`config.mk`:
```
export PLATFORM = sky130hd
export DESIGN_NAME = idma_stream_fifo_arb
export DESIGN_NICKNAME = d
export VERILOG_FILES = /design/src/rtl/idma_stream_fifo_arb.sv
export SDC_FILE = /design/constraint.sdc
export NUM_CORES = 1
export LEC_CHECK = 0
export ABC_AREA = 1
export CAP_MARGIN = 25
export CORE_UTILIZATION = 29
export DETAILED_ROUTE_END_ITERATION = 12
export GPL_ROUTABILITY_DRIVEN = 0
export PLACE_DENSITY = 0.8
export REMOVE_ABC_BUFFERS = 1
export SETUP_SLACK_MARGIN = 0.15
export SLEW_MARGIN = 30
export SYNTH_ARGS = -nofsm -noshare
export SYNTH_HDL_FRONTEND = slang
export SYNTH_SLANG_ARGS = --single-unit
```
`constraint.sdc`:
```
create_clock -name clk_i -period 2.5 [get_ports clk_i]
set_input_delay 0.375 -clock clk_i [delete_from_list [all_inputs] [get_ports clk_i]]
set_output_delay 0.375 -clock clk_i [all_outputs]
set_load 0.03 [all_outputs]
```
`src/rtl/idma_stream_fifo_arb.sv`:
```
// idma_stream_fifo_arb
// Round-robin arbiter that feeds several bursty requesters into one
// downstream stream FIFO push port, keeping ownership for a whole burst
// (until the beat flagged last) and tracking the FIFO fill level so that
// no new burst is started once the almost-full watermark is reached.
//
// Ports
//   clk_i          clock, all state on the rising edge
//   rst_i          synchronous active-high reset
//   flush_i        synchronous clear, issued together with the FIFO flush
//   inp_data_i     requester payloads, requester k at slice k
//   inp_valid_i    requester valid
//   inp_last_i     requester last beat of burst
//   inp_ready_o    requester ready (push_ready_i of the granted requester)
//   push_data_o    payload to the FIFO push side (0 when nothing granted)
//   push_valid_o   push valid
//   push_ready_i   FIFO push ready
//   pop_i          FIFO output handshake
//   grant_o        one-hot current grant, zero if none
//   locked_o       burst in progress
//   occupancy_o    tracked FIFO fill level
//   almost_full_o  occupancy_o >= AfThresh
module idma_stream_fifo_arb #(
  parameter int unsigned NumInp    = 4,
  parameter int unsigned Depth     = 8,
  parameter int unsigned DataWidth = 32,
  parameter int unsigned AfThresh  = Depth - 2,
  localparam int unsigned CntWidth = $clog2(Depth + 1)
) (
  input  logic                          clk_i,
  input  logic                          rst_i,
  input  logic                          flush_i,
  input  logic [NumInp*DataWidth-1:0]   inp_data_i,
  input  logic [NumInp-1:0]             inp_valid_i,
  input  logic [NumInp-1:0]             inp_last_i,
  output logic [NumInp-1:0]             inp_ready_o,
  output logic [DataWidth-1:0]          push_data_o,
  output logic                          push_valid_o,
  input  logic                          push_ready_i,
  input  logic                          pop_i,
  output logic [NumInp-1:0]             grant_o,
  output logic                          locked_o,
  output logic [CntWidth-1:0]           occupancy_o,
  output logic                          almost_full_o
);

  localparam int unsigned PtrWidth = $clog2(NumInp);

  typedef enum logic {
    IDLE   = 1'b0,
    LOCKED = 1'b1
  } state_e;

  state_e              state_q, state_d;
  logic [PtrWidth-1:0] rr_q, rr_d;
  logic [PtrWidth-1:0] owner_q, owner_d;
  logic [CntWidth-1:0] occ_q, occ_d;

  logic [DataWidth-1:0] inp_data [NumInp];
  logic                 arb_found;
  logic [PtrWidth-1:0]  arb_idx;
  logic                 gnt_any;
  logic [PtrWidth-1:0]  gnt_idx;
  logic                 xfer;
  logic                 clear;

  for (genvar k = 0; k < NumInp; k++) begin : g_unpack
    assign inp_data[k] = inp_data_i[k*DataWidth +: DataWidth];
  end

  assign clear         = rst_i | flush_i;
  assign almost_full_o = (occ_q >= CntWidth'(AfThresh));
  assign occupancy_o   = occ_q;
  assign locked_o      = (state_q == LOCKED);

  // First valid requester at or after the round-robin pointer.
  always_comb begin
    int unsigned cand;
    arb_found = 1'b0;
    arb_idx   = '0;
    cand      = 0;
    for (int unsigned i = 0; i < NumInp; i++) begin
      cand = (32'(rr_q) + i) % NumInp;
      if (!arb_found && inp_valid_i[PtrWidth'(cand)]) begin
        arb_found = 1'b1;
        arb_idx   = PtrWidth'(cand);
      end
    end
  end

  // Grant is suppressed during reset/flush so that no beat can complete
  // in a clearing cycle.
  always_comb begin
    gnt_any = 1'b0;
    gnt_idx = '0;
    if (!clear) begin
      if (state_q == LOCKED) begin
        gnt_any = 1'b1;
        gnt_idx = owner_q;
      end else if (!almost_full_o) begin
        gnt_any = arb_found;
        gnt_idx = arb_idx;
      end
    end
  end

  always_comb begin
    grant_o      = gnt_any ? (NumInp'(1) << gnt_idx) : '0;
    push_valid_o = gnt_any & inp_valid_i[gnt_idx];
    push_data_o  = gnt_any ? inp_data[gnt_idx] : '0;
    inp_ready_o  = push_ready_i ? grant_o : '0;
    xfer         = push_valid_o & push_ready_i;
  end

  always_comb begin
    state_d = state_q;
    owner_d = owner_q;
    rr_d    = rr_q;
    occ_d   = occ_q;
    if (xfer) begin
      if (inp_last_i[gnt_idx]) begin
        state_d = IDLE;
        rr_d    = (gnt_idx == PtrWidth'(NumInp - 1)) ? '0 : gnt_idx + 1'b1;
      end else begin
        state_d = LOCKED;
        owner_d = gnt_idx;
      end
    end
    if (xfer && !pop_i && occ_q != CntWidth'(Depth)) begin
      occ_d = occ_q + 1'b1;
    end else if (pop_i && !xfer && occ_q != '0) begin
      occ_d = occ_q - 1'b1;
    end
  end

  always_ff @(posedge clk_i) begin
    if (clear) begin
      state_q <= IDLE;
      rr_q    <= '0;
      owner_q <= '0;
      occ_q   <= '0;
    end else begin
      state_q <= state_d;
      rr_q    <= rr_d;
      owner_q <= owner_d;
      occ_q   <= occ_d;
    end
  end

`ifndef SYNTHESIS
  always_ff @(posedge clk_i) begin
    if (!clear) begin
      assert (!(xfer && !pop_i && occ_q == CntWidth'(Depth)))
        else $error("transfer into full FIFO");
      assert (!(pop_i && !xfer && occ_q == '0))
        else $error("pop from empty FIFO");
    end
  end
`endif

endmodule

```
==> flow_summary.json, run 1 <==
{
  "run_status": "complete, but fails checks",
  "violations": "setup timing",
  "cp-startpoint": "rr_q[0]",
  "path_cells": "buf_12 > nand2_4 > nand2_4 > nand2_1 > nand2_1 > nand2_1 > nand2_1 > nand2_1 > nand3_2 > nand2_4 > nor2_8 > buf_6 > bufbuf_16 > nand2_1 > a221oi_2 > buf_4",
  "cts.path.max_buffers": 2,
  "fin_ws_ns": -0.5795,
  "yosysUniqueCellTypes": 35,
  "synth-async-reset-ratio_pct": 0,
  "worstHoldPathType": "flop to flop",
  "timing.critical_path.from_type": "flop",
  "grt_pass1_vias": 3256,
  "tightest_slew_ns": 0.3499,
  "rr_startpoint": "rr_q[0]",
  "start_util_pct": 30.06,
  "cp_num_buf_inv": 4,
  "ios": 188,
  "antenna-diode-count": 0,
  "path_clk_slew_ns": 0.04,
  "synth_ff_type": "dfxtp_1",
  "maxCapViolations": 0,
  "syn_area_mm2": 0.002042,
  "antenna_found_initial": 0,
  "arrival_ns": 2.70,
  "grt_max_degree": 31,
  "slowest_delay_ns": 0.38,
  "clock_sinks": 9,
  "min_path_cells": 2,
  "path_depth": 16,
  "syn_area_per_cell_um2": 5.656,
  "clock_skew_ns": 0.002032,
  "post-route-period-util_pct": 123.2,
  "fmax_mhz": 324.7,
  "rows": 30,
  "wl_per_cell_um": 19.17,
  "drc": 0,
  "final_cell_area_mm2": 0.005415,
  "layout-drive-gt1-share_pct": 39.24,
  "die_x_um": 85.91,
  "crit_family": "simple AND/OR/NAND/NOR gates",
  "cts_root_buf": "clkbuf_8",
  "cp.required_ns": 2.12,
  "finalPower_w": 0.001232,
  "crit_path_frequent_cell": "nand2_1",
  "crit_type": "flop to primary output",
  "nets": 753,
  "h-tree-depth": 1,
  "firstDrtPassIters": 5,
  "cts_buffers": 3,
  "period_needed_ns": 3.080,
  "crit_fanout": 11,
  "max_slew_margin_pct": 76.67,
  "ant_nets": 0,
  "ys_seq_area_share_pct": 8.824,
  "ir_drop_mv": 0.2213,
  "powerDensity_mw_per_mm2": 227.5,
  "area_delta_synth_final_pct": 165.2,
  "grt_pass1_wl_um": 16300,
  "cp-end-kind": "primary output",
  "rsz0062_at_grt": "yes",
  "vias": 3801,
  "io_buffers": 187,
  "worstHoldStart": "owner_q[1]",
  "grt_use_total_pct": 27.93,
  "ys.warnings.count": 0,
  "setup_viol_count_final": 45,
  "die_h_um": 85.91,
  "fillers": 425,
  "slowest_stage": "dfxtp_4",
  "dp_hpwl_um": 8106,
  "cts_hold_buf": 0,
  "core_mm2": 0.006794,
  "cts_tree": "done",
  "dieArea_mm2": 0.007381,
  "clk_latency_ns": 0.23,
  "finalHoldViolations": 0,
  "fin_cells": 700,
  "initialDrtViolationCount": 199,
  "via_per_inst": 5.430,
  "reg2reg_depth": 26,
  "cellLeakagePower_nw": 2.237,
  "place_area_mm2": 0.004408,
  "gr-total-overflow": 0,
  "numPlacedInstances": 673,
  "ys_ff_latch": 9,
  "routed_wirelength_um": 13420,
  "synth_cells": 361,
  "synth_edf_count": 0,
  "slew_violations": 0
}
-- per-layer routing --
metal | routed length, µm | track usage, %
met3 | 1219 | 5.679
met5 | 0 | 0
met1 | 4630 | 31.04
met4 | 884 | 10.15
met2 | 6683 | 52.09
-- placed cells by master (no fill, tap or decap), types with 3 or more instances in the layout --
| cell type | n |
|---|---|
| buf_4 | 77 |
| buf_16 | 4 |
| clkbuf_8 | 3 |
| nor2_4 | 3 |
| nor2_1 | 16 |
| clkdlybuf4s15_1 | 3 |
| nand3_2 | 8 |
| nand2_4 | 14 |
| clkdlybuf4s50_1 | 142 |
| a221oi_1 | 3 |
| o21ai_1 | 8 |
| a221oi_2 | 28 |
| nand3_1 | 3 |
| buf_6 | 13 |
| dfxtp_1 | 7 |
| a21oi_1 | 63 |
| buf_12 | 22 |
| inv_1 | 19 |
| ha_4 | 4 |
| a21oi_2 | 7 |
| nand2_1 | 93 |
| nand3_4 | 5 |
| inv_2 | 9 |
| nand2_2 | 18 |
-- worst min-delay path, stage by stage (launching register included) --
cell and delay (ns):
dfxtp_1 0.31, o21ai_1 0.13, a21oi_1 0.04
-- cells in the mapped netlist, types with 2 or more instances --
| cell | count | area (µm²) |
|---|---|---|
| dfxtp_1 | 9 | 180.2 |
| nand3_2 | 3 | 30.03 |
| nor3_1 | 4 | 20.02 |
| nand2_1 | 113 | 424.2 |
| nor2_2 | 2 | 12.51 |
| buf_2 | 11 | 55.05 |
| a221oi_1 | 32 | 280.3 |
| a31oi_1 | 2 | 12.51 |
| inv_1 | 25 | 93.84 |
| nor2_1 | 17 | 63.81 |
| inv_2 | 5 | 18.77 |
| nand3_1 | 12 | 60.06 |
| ha_1 | 6 | 75.07 |
| o21ai_1 | 8 | 40.04 |
| nor2_4 | 2 | 22.52 |
| a21oi_1 | 70 | 350.3 |
| buf_4 | 2 | 15.01 |
| clkbuf_1 | 9 | 33.78 |
| buf_1 | 3 | 11.26 |
| nand2_2 | 11 | 68.82 |
-- worst paths after layout --
kind	end	slack, ns
setup / recovery	push_data_o[19]	-0.58
hold / removal	owner_q[1]	0.53
setup reg to reg	occupancy_o[3]	-0.43
hold reg to reg	owner_q[1]	0.53
-- kinds of logic after synthesis --
logic type      after synthesis  share of synthesized area, %
flops                         9                         8.823
xor+xnor                      1                        0.4290
compound gates              118                         36.09
simple gates                169                         38.11
buf+inv                      57                         11.89
fa+ha+maj                     7                         4.657
-- area by class of cell --
cell class | instances | area (µm²) | area share, %
clock buffers | 4 | 45.04 | 0.8318
multi-input cells | 295 | 2131 | 39.35
inverters | 31 | 123.9 | 2.287
well taps | 96 | 120.1 | 2.218
repair buffers | 265 | 2808 | 51.85
flip-flops and latches | 9 | 187.7 | 3.466
-- what timing repair did --
item | CTS | global route
gates resized for setup | 84 | 78
pin swaps | 16 | 30
cloned | 5 | 1
buffers inserted | 9 | 8
setup endpoints to repair | 50 | 50
endpoints found under the hold margin | 0 | 0
-- through the flow --
stage                     hold WS [ns]  setup WS [ns]  util, %  TNS (ns)
after floorplan                 0.4881         -1.130        -    -34.19
after global placement          0.5018        -0.7454    64.88    -25.63
after detailed placement        0.5185        -0.8293    64.88    -28.82
after CTS                       0.5278        -0.3942    73.28    -14.33
after global routing            0.5399        -0.6751    79.71    -21.93
final                           0.5290        -0.5795    79.71    -17.07
-- state kept, by name, summed over array words and instances (netlist names) --
name and flops:
owner_q 2, occupancy_o 4, rr_q 2, locked_o 1
-- report_power, final --
part           switching, W  internal (W)  total [W]
sequential       0.00000458      0.000147   0.000151
clock             0.0000568      0.000111   0.000168
combinational      0.000427      0.000486   0.000913
total              0.000488      0.000744    0.00123
Power figures use the tool's default switching activity.
==> inputs of run 2 (changes only) <==
--- a/config.mk
+++ b/config.mk
@@ -6,7 +6,6 @@
 export NUM_CORES = 1
 export LEC_CHECK = 0
 export ABC_AREA = 1
-export CAP_MARGIN = 25
 export CORE_UTILIZATION = 29
 export DETAILED_ROUTE_END_ITERATION = 12
 export GPL_ROUTABILITY_DRIVEN = 0
==> results of run 2 <==
No change in the layout: final DEF, timing and power equal those of run 1.
==> inputs of run 3 (changes only) <==
--- a/config.mk
+++ b/config.mk
@@ -5,7 +5,6 @@
 export SDC_FILE = /design/constraint.sdc
 export NUM_CORES = 1
 export LEC_CHECK = 0
-export ABC_AREA = 1
 export CORE_UTILIZATION = 29
 export DETAILED_ROUTE_END_ITERATION = 12
 export GPL_ROUTABILITY_DRIVEN = 0
==> flow_summary.json, run 3 <==
{
  "cellLeakagePower_nw": 2.648,
  "syn_area_mm2": 0.002053,
  "power_frac_seq_pct": 10.6,
  "ys_seq_area_share_pct": 8.775,
  "clk_latency_ns": 0.24,
  "synthTopCellsByCount": "nand2_1 (78), nor2_1 (38), a311oi_1 (33)",
  "worstHoldPathType": "flop to flop",
  "gr-total-overflow": 0,
  "grt_max_degree": 34,
  "syn_area_per_cell_um2": 6.821,
  "wl_per_cell_um": 29.64,
  "nets": 731,
  "fillers": 216,
  "synth-xor-area-share_pct": 0.4266,
  "synth_ff_type": "dfxtp_1",
  "yosys.cell_count.top_type": "nand2_1",
  "ys_ff_latch": 9,
  "switching_power_w": 0.0005641,
  "drc": 0,
  "p_comb_share_pct": 76.5,
  "run_status": "complete, but fails checks",
  "seq_area_um2": 188.9,
  "finalHoldViolations": 0,
  "dp_hpwl_um": 8186,
  "firstDrtPassIters": 5,
  "grt_use_total_pct": 35.74,
  "period_needed_ns": 3.409,
  "maxCapViolations": 0,
  "finalPower_w": 0.001409,
  "violations": "setup timing",
  "final_common_cell": "clkdlybuf4s50_1",
  "ios": 188,
  "clock_power_share_pct": 13.0,
  "final_cell_mix": "clkdlybuf4s50_1 (140), buf_4 (83), nand2_1 (56)",
  "yosys.area_share.simple_pct": 31.14,
  "max_slew_margin_pct": 65.39,
  "clock_skew_ns": 0.004653,
  "r2r_end": "occupancy_o[3]",
  "synth_top_family_by_area": "simple AND/OR/NAND/NOR gates",
  "synth_compound_area_share_pct": 26.63,
  "antenna_found_initial": 1,
  "rr_startpoint": "rr_q[1]",
  "multi_input_area_mm2": 0.002605,
  "start_util_pct": 30.05,
  "via_per_inst": 6.359,
  "synth_top_area_share_pct": 17.55,
  "initialDrtViolationCount": 344,
  "hold_path_end": "rr_q[1]",
  "ir_drop_mv": 0.2810,
  "die_h_um": 86.15,
  "post-route-period-util_pct": 136.4,
  "arrival_ns": 3.03,
  "worstHoldStart": "rr_q[1]",
  "layout-drive-gt1-share_pct": 51.89,
  "yosysUniqueCellTypes": 46,
  "routed_wirelength_um": 20130,
  "grt_pass1_wl_um": 20460,
  "timing.critical_path.from_type": "flop",
  "reg2reg_depth": 14,
  "clock_sinks": 9,
  "io_buffers": 187,
  "crit_type": "flop to primary output",
  "synth_mux_area_share_pct": 22.61,
  "dieArea_mm2": 0.007421,
  "cts_tree": "done",
  "ys.warnings.count": 0,
  "rows": 30,
  "fmax_mhz": 293.3,
  "synth_cells": 301,
  "place_area_mm2": 0.004483,
  "die_x_um": 86.15,
  "cp.required_ns": 2.12,
  "crit_fanout": 5,
  "final_cell_area_mm2": 0.006342,
  "yosysTopAreaCell": "mux2_1",
  "h-tree-depth": 1,
  "cts_buffers": 3,
  "vias": 4318,
  "utilization_pct": 92.84,
  "setup_viol_count_final": 49,
  "synth_fa_ha_area_share_pct": 4.631,
  "p_sw_share_pct": 40.02,
  "synth_area_leaders": "mux2_1 (18%), nand2_1 (14%), a311oi_1 (14%)",
  "cp-end-kind": "primary output",
  "synth_edf_count": 0,
  "rsz0062_at_grt": "yes",
  "tightest_slew_ns": 0.5192,
  "slew_violations": 0,
  "r2r_slack_ns": -0.80,
  "grt_pass1_vias": 3914,
  "powerDensity_mw_per_mm2": 222.2,
  "cts.path.max_buffers": 2,
  "internal_power_w": 0.0008453,
  "largest_register_ffs": 4,
  "path_clk_slew_ns": 0.05,
  "ant_nets": 0,
  "cts_root_buf": "clkbuf_8",
  "area_delta_synth_final_pct": 208.9,
  "synth-async-reset-ratio_pct": 0,
  "fin_ws_ns": -0.9091,
  "cts_hold_buf": 0,
  "core_mm2": 0.006832,
  "min_path_cells": 2
}
## run 3: cell count changes after synthesis, sizes merged, moves of 7 or more
cell,previous run,this run
a21oi,72,6
a221oi,32,0
a311oi,0,33
and3,0,7
buf,17,8
clkbuf,9,17
inv,30,5
mux2,0,33
mux2i,0,7
nand2,125,78
nand3,16,4
nor2,22,38
## run 3: layer usage
metal / vias up / track usage, % / share of wire (%)
li1: 1687 / - / -
met1: 2035 / 36.77 / 32
met2: 409 / 67.03 / 46
met3: 185 / 7.122 / 12
met4: 2 / 20.15 / 10
met5: - / 0 / 0.084
## run 3: logic make-up (layout without fill, tap and decap cells)
family / after synthesis / in the layout
buffers and inverters: 30 / 311
AOI/OAI and AO/OA: 66 / 66
and+or+nand+nor: 147 / 147
other: 0 / 1
muxes: 41 / 41
DFF: 9 / 9
adders and majority gates: 7 / 7
xor gates and xnor gates: 1 / 1
## run 3: layout make-up
class	count	share of cell area [%]
Tap cell	96	1.894
Inverter	5	0.4932
Timing Repair Buffer	302	52.81
Antenna cell	1	0.03946
Multi-Input combinational cell	262	41.07
Sequential cell	9	2.979
Clock buffer	4	0.7102
## run 3: repair_timing
action / CTS / global route
endpoints found under the setup margin: 50 / 50
resized for setup: 191 / 91
gates cloned: 9 / 7
buffers inserted: 28 / 10
pin swaps: 48 / 34
## run 3: power groups by stage
| stage | Sequential [W] | Combinational, W | Clock [W] |
|---|---|---|---|
| after CTS | 0.000149 | 0.000882 | 0.000182 |
| after global routing | 0.000149 | 0.00109 | 0.000189 |
| final | 0.000149 | 0.00108 | 0.000183 |
| after floorplan | 0.000157 | 0.000245 | 0 |
| after detailed placement | 0.000152 | 0.000672 | 0 |
| after global placement | 0.000152 | 0.000661 | 0 |
## run 3: critical path, cell delays in order (launching register included)
cell      delay (ns)
dfxtp_4         0.37
buf_6           0.13
nor2b_4         0.12
o22ai_2         0.19
buf_4           0.18
o21ai_4         0.07
o21ai_4         0.20
nand2_2         0.10
buf_6           0.15
inv_12          0.08
buf_12          0.10
buf_16          0.11
nand2_1         0.11
a311oi_2        0.52
buf_4           0.22
buf_12          0.12
## run 3: worst max-delay path by stage
| stage | end | slack [ns] | cells after the start | startpoint |
|---|---|---|---|---|
| floorplan | push_data_o[0] | -3.04 | 8 | locked_o |
| global placement | occupancy_o[3] | -1.22 | 13 | inp_valid_i[1] |
| detailed placement | occupancy_o[3] | -1.42 | 14 | inp_valid_i[1] |
| CTS | occupancy_o[3] | -0.58 | 13 | rr_q[1] |
| global route | push_data_o[13] | -1.04 | 15 | rr_q[0] |
| finish | push_data_o[13] | -0.91 | 15 | rr_q[0] |
## run 3: per-stage QoR
stage | setup WS [ns] | cells | TNS [ns] | hold slack [ns]
after floorplan | -3.042 | 276 | -135.85 | 0.4558
after global placement | -1.219 | 620 | -40.28 | 0.4748
after CTS | -0.5786 | 661 | -16.80 | 0.5041
after detailed placement | -1.417 | 620 | -45.98 | 0.5133
final | -0.9091 | 679 | -25.66 | 0.5233
after global routing | -1.037 | 678 | -27.45 | 0.5368
